[src/rtl/fetch_unit.sv]
// Instruction fetch unit: issues word-aligned reads, queues in-order responses
// for decode, and flushes/redirects with a drop counter for stale responses.
module fetch_unit #(
    parameter logic [31:0] RESET_PC = 32'h0001_0000,
    parameter int unsigned DEPTH    = 2
) (
    input  logic        clk_i,
    input  logic        reset_i,
    input  logic        redirect_i,
    input  logic [31:0] redirect_pc_i,
    output logic        mem_req_valid_o,
    input  logic        mem_req_ready_i,
    output logic [31:0] mem_req_addr_o,
    input  logic        mem_resp_valid_i,
    input  logic [31:0] mem_resp_data_i,
    output logic        instr_valid_o,
    input  logic        instr_ready_i,
    output logic [31:0] instr_o,
    output logic [31:0] pc_o
);

    localparam int unsigned CW = $clog2(DEPTH + 1);
    localparam int unsigned PW = $clog2(DEPTH);
    localparam int unsigned SW = CW + 2;
    localparam logic [31:0] ALIGN_MASK = 32'hFFFF_FFFC;

    logic [31:0]   fetch_pc_q, fetch_pc_d;
    logic [31:0]   resp_pc_q, resp_pc_d;
    logic [CW-1:0] count_q, count_d;
    logic [CW-1:0] outstanding_q, outstanding_d;
    logic [CW-1:0] drop_q, drop_d;
    logic [PW-1:0] head_q, head_d;
    logic [PW-1:0] tail_q, tail_d;
    logic [31:0]   q_pc_q    [DEPTH];
    logic [31:0]   q_instr_q [DEPTH];

    logic          req_fire;
    logic          push;
    logic          pop;
    logic [SW-1:0] credit_used;

    // Circular pointer advance that also works for non-power-of-two depths.
    function automatic logic [PW-1:0] ptr_inc(input logic [PW-1:0] p);
        if (p == PW'(DEPTH - 1)) begin
            return '0;
        end
        return p + PW'(1);
    endfunction

    // Handshake-facing outputs and credit accounting.
    always_comb begin
        credit_used     = SW'(count_q) + SW'(outstanding_q) + SW'(drop_q);
        mem_req_valid_o = !reset_i && !redirect_i && (credit_used < SW'(DEPTH));
        mem_req_addr_o  = fetch_pc_q & ALIGN_MASK;
        instr_valid_o   = !reset_i && !redirect_i && (count_q != '0);
        instr_o         = q_instr_q[head_q];
        pc_o            = q_pc_q[head_q];
        req_fire        = mem_req_valid_o && mem_req_ready_i;
        pop             = instr_valid_o && instr_ready_i;
        push            = mem_resp_valid_i && !redirect_i && (drop_q == '0);
    end

    // Next-state: redirect flushes everything, otherwise request/response/pop bookkeeping.
    always_comb begin
        fetch_pc_d    = fetch_pc_q;
        resp_pc_d     = resp_pc_q;
        count_d       = count_q;
        outstanding_d = outstanding_q;
        drop_d        = drop_q;
        head_d        = head_q;
        tail_d        = tail_q;

        if (redirect_i) begin
            fetch_pc_d    = redirect_pc_i & ALIGN_MASK;
            resp_pc_d     = redirect_pc_i & ALIGN_MASK;
            count_d       = '0;
            head_d        = '0;
            tail_d        = '0;
            outstanding_d = '0;
            // A response landing this cycle retires one of the stale transactions.
            drop_d        = drop_q + outstanding_q - CW'(mem_resp_valid_i);
        end else begin
            if (req_fire) begin
                fetch_pc_d = fetch_pc_q + 32'd4;
            end
            if (mem_resp_valid_i && (drop_q != '0)) begin
                drop_d = drop_q - CW'(1);
            end
            if (push) begin
                resp_pc_d = resp_pc_q + 32'd4;
                tail_d    = ptr_inc(tail_q);
            end
            if (pop) begin
                head_d = ptr_inc(head_q);
            end
            outstanding_d = outstanding_q + CW'(req_fire) - CW'(push);
            count_d       = count_q + CW'(push) - CW'(pop);
        end
    end

    // Control state register with synchronous reset.
    always_ff @(posedge clk_i) begin
        if (reset_i) begin
            fetch_pc_q    <= RESET_PC;
            resp_pc_q     <= RESET_PC;
            count_q       <= '0;
            outstanding_q <= '0;
            drop_q        <= '0;
            head_q        <= '0;
            tail_q        <= '0;
        end else begin
            fetch_pc_q    <= fetch_pc_d;
            resp_pc_q     <= resp_pc_d;
            count_q       <= count_d;
            outstanding_q <= outstanding_d;
            drop_q        <= drop_d;
            head_q        <= head_d;
            tail_q        <= tail_d;
        end
    end

    // Queue storage; contents are don't-care until a push makes them valid.
    always_ff @(posedge clk_i) begin
        if (push) begin
            q_pc_q[tail_q]    <= resp_pc_q;
            q_instr_q[tail_q] <= mem_resp_data_i;
        end
    end

endmodule

[config.mk]
export PLATFORM = sky130hd
export DESIGN_NAME = fetch_unit
export DESIGN_NICKNAME = d
export VERILOG_FILES = /design/src/rtl/fetch_unit.sv
export SDC_FILE = /design/constraint.sdc
export NUM_CORES = 1
export LEC_CHECK = 0
export CAP_MARGIN = 10
export CORE_MARGIN = 4
export CORE_UTILIZATION = 35
export DETAILED_ROUTE_END_ITERATION = 12
export GPL_TIMING_DRIVEN = 0
export SKIP_LAST_GASP = 1
export SLEW_MARGIN = 5
export SYNTH_ARGS = -nofsm -noshare
export SYNTH_HDL_FRONTEND = slang
export SYNTH_SLANG_ARGS = --single-unit
[constraint.sdc]
create_clock -name clk_i -period 6.2 [get_ports clk_i]
set_clock_uncertainty 0.15 [all_clocks]
set_input_delay 1.24 -clock clk_i [delete_from_list [all_inputs] [get_ports clk_i]]
set_output_delay 1.24 -clock clk_i [all_outputs]
set_load 0.005 [all_outputs]
==> flow_results.org <==
** Worst setup path
- Startpoint of the worst setup timing path :: redirect_i
- Data required time at the worst endpoint :: between 4 and 5 ns
- STA classifies the critical path startpoint as a primary input.
- Critical path start-end classification :: in -> out
- Crit Path Max Fanout :: 10
- STA classifies the critical path endpoint as a primary output.
- WP data arrival :: roughly 3.3 ns
- Worst reg2reg startpoint :: count_q[1]

** Logic synthesis
- Yosys Warn Count :: 0
- The share of the Yosys chip area taken by registers is 0.617.
- Cell types occupying the most area after synthesis :: sky130_fd_sc_hd__edfxtp_1, sky130_fd_sc_hd__dfxtp_1, sky130_fd_sc_hd__mux2_1
- Counting flops with an async set or reset pin after synthesis yields a share of 0.
- By area, the combinational part of the netlist is dominated by simple AND/OR/NAND/NOR gates.
- Number of unique standard cell types used by synthesis :: between 50 and 60
- Of the total synthesized cell area, the portion taken by full adders, half adders and majority gates is 0.0190.
- After synthesis the cells add up to 8280 um2.
- Synth Area in Simple Gates :: 0.109
- The share of the synthesized area in compound gates (AO/OA/AOI/OAI) is 0.0712.
- Top post-synthesis cells by count :: sky130_fd_sc_hd__edfxtp_1, sky130_fd_sc_hd__dfxtp_1, sky130_fd_sc_hd__mux2_1
- Cells after synthesis :: approximately 650
- The share of synthesized area in the top cell type comes to 0.450.
- In this run the mean area of a mapped cell was between 10 and 15 um2.
- Leading area contributor after synthesis :: sky130_fd_sc_hd__edfxtp_1
- Of the total synthesized cell area, the portion taken by XOR and XNOR cells is 0.0624.
- Dominant register cell in the synthesized netlist :: sky130_fd_sc_hd__edfxtp_1
- Multiplexer area fraction after synthesis :: 0.0910
- Counting flops and latches in the post-synthesis netlist gives just under 200.
- Library cell with the highest instance count after synthesis :: sky130_fd_sc_hd__edfxtp_1
- The synthesized design contains around 120 enable-type register cells.

** STA
- The max-slew violation count is 0.
- Number of failing setup endpoints in the final timing report :: 0
- Final hold viol count :: 0
- Across all setup checks in the final design, the least slack found is 1.49 ns.
- Summed over all failing endpoints, the final setup total negative slack is 0 ns.
- In the finished design, the share of the clock period the worst path needs comes to 0.760.
- Setup repair after global routing left no endpoint under its margin.
- Static timing analysis puts the maximum clock frequency at 0.212 GHz.
- Min Clock Period, post-route :: between 4 and 5 ns
- Worst slew margin relative to its limit :: 0.464
- Tightest Pin Transition :: between 0.8 and 0.9 ns
- Hold timing on the final database bottoms out at a slack of 0.326 ns.

** Min path
- The worst hold path begins at resp_pc_q[13].
- The tightest min-delay check is of the reg -> reg type.

** Routing
- DRC viols :: 0
- The detailed router placed 5504 vias in this run.
- DRT Pass-1 Iters :: 4
- The final layout contains routed wiring with a total length of roughly 20000 um.
- Iteration-0 DRC count of the detailed router :: approximately 270
- Dividing the detail-routed via count by the number of cells gives approximately 4.7.
- The count of nets left with antenna violations once routing finished came out at 0.
- Post-DR wirelength/cell :: ~17 um

** Floorplanning
- Die footprint :: approximately 26000 um2
- Die span in x :: 162 um
- Die outline height :: roughly 160 um
- Top Ports :: approximately 170
- Standard-cell rows :: 56
- The total area inside the core boundary comes to 23400 um2.
- Initial cell density of the core :: 0.354

** GRT
- For met3 alone, demand over resource in global routing was 0.0383.
- Met2 routing resource usage after global routing :: 0.236
- Antenna violations before repair :: 0
- In the global route stage, met1 resource usage came out at 0.207.
- Grt ovf :: 0
- The via count of the first global-routing pass is 5511.
- GRT Resource Usage Total :: 0.150
- GRT busiest layer :: met2
- The first global-routing pass estimated slightly above 30000 um of wire.
- Entering global routing, the biggest net connects 53 pins.

** Clock network
- Num CTS Buffers :: 17
- Clock tree synthesis found a total of ~190 sinks.
- Resized Gates After CTS :: 0
- Clock tree synthesis selected as its root buffer the cell sky130_fd_sc_hd__clkbuf_16.
- TritonCTS built the clock tree.
- The H-tree generated during clock tree synthesis spans 4 levels.
- After clock tree synthesis, the clock-pin slew on the worst setup and hold paths is roughly 0.06 ns.
- The number of hold buffers added after CTS was 0.
- Clock network latency to the later pin of the worst-skew pair :: between 0.4 and 0.5 ns
- Buffer depth of the longest clock path :: 2
- Buffers inserted by post-CTS timing repair :: 0

** Place
- In this run, placement finished with an instance count of about 1100.
- Final Wtd Congestion :: approximately 0.9
- Detailed placement ended at an HPWL of 14400 um.
- Input and output buffers added on the ports amount to around 160.
- Timing analysis after detailed placement gives a worst setup slack of 1.45 ns.

** Finish
- From synthesis to final layout, the design area changed by 32.9%.
- At the end of the flow the core is filled with cells to 0.470.
- In the final design database the tool counted 913 nets.
- In the final layout, the share of cells above drive strength 1 is 0.0592.
- Number of standard cells in the final layout excluding fillers :: between 1000 and 1500
- The repair_antennas step left the layout with diodes totalling 0.

** Job
- Across the run, the number of max-cap violations was 0.

** Pwr
- Ratio of total power to cell area :: between 200 and 300 nW/um2
- Leakage :: 3.81 nW
- Worst VDD drop :: between 0.1 and 0.15 mV

** Status
- The run finished with clean final reports.
-- per-layer routing --
metal  routed length (um)  share of wire  up-vias
met5                    0              0        -
met1                 9410           0.48     2601
met3                 1270          0.065       13
met2                 8760           0.45      169
met4                  200          0.010        0
li1                     -              -     2721
-- final timing paths --
check / depth (start not counted) / slack (ns) / endpoint
worst max-delay path: 6 / 1.49 / mem_req_valid_o
worst min-delay path: 0 / 0.33 / q_pc_q[0][13]
worst max register to register: 9 / 3.15 / fetch_pc_q[24]
worst min register to register: 0 / 0.33 / q_pc_q[0][13]
-- area by class of cell --
cell class | instances | area, um2
Inverter | 31 | 116
Multi-Input combinational cell | 393 | 2950
Fill cell | 2151 | 12400
Tap cell | 319 | 399
Clock buffer | 18 | 429
Buffer | 31 | 133
Clock inverter | 14 | 184
Sequential cell | 193 | 5100
Timing Repair Buffer | 164 | 1690
-- cells in the final DEF (no fill, tap or decap), drive strengths merged, types with 3 or more instances in the layout --
cell and n:
nor2 33, a21oi 29, xnor2 25, nor4 7, clkbuf 39, a31oi 3
a21boi 31, buf 13, xor2 34, conb 4, inv 34, edfxtp 124
dfxtp 69, and3 10, nand2 30, clkdlybuf4s50 161, a211oi 12, ha 11
and4 4, nand4 21, bufinv 4, clkinv 6, o21bai 3, nor3 8
and2 7, nand3 29, mux2 66
-- state kept, by name (all words and copies together) (netlist names), named ones only --
name           flops
q_instr_q         64
q_pc_q            60
fetch_pc_q        30
resp_pc_q         30
count_q            2
drop_q             2
outstanding_q      2
head_q             1
tail_q             1
-- kinds of logic after synthesis --
kind of cell             count (synthesis)
multiplexers                            67
flip-flops                             193
buffers and inverters                   62
AND/OR/NAND/NOR                        163
other                                    1
XOR/XNOR                                59
AO/OA/AOI/OAI                           88
adder cells (fa/ha/maj)                 12
-- through the flow --
stage          area, um2  power [mW]
2_1_floorplan       8290        1.65
3_3_place_gp       10300        1.84
3_5_place_dp       10400        1.84
4_1_cts            11000        2.99
5_1_grt            11000        3.07
6_report           11000        2.96
-- worst max-delay path, cell delays in order --
cell                              delay [ns]
sky130_fd_sc_hd__clkdlybuf4s50_1        0.41
sky130_fd_sc_hd__clkbuf_1               0.28
sky130_fd_sc_hd__or2_1                  0.31
sky130_fd_sc_hd__clkbuf_1               0.20
sky130_fd_sc_hd__nor4b_1                0.33
sky130_fd_sc_hd__clkdlybuf4s50_1        0.55
-- power breakdown --
part / leakage [nW] / internal, mW / switching, mW
combinational: 1.80 / 0.182 / 0.144
sequential: 1.71 / 1.44 / 0.0493
clock: 0.298 / 0.675 / 0.467
total: 3.81 / 2.30 / 0.660
(Power assumes the default switching activity.)
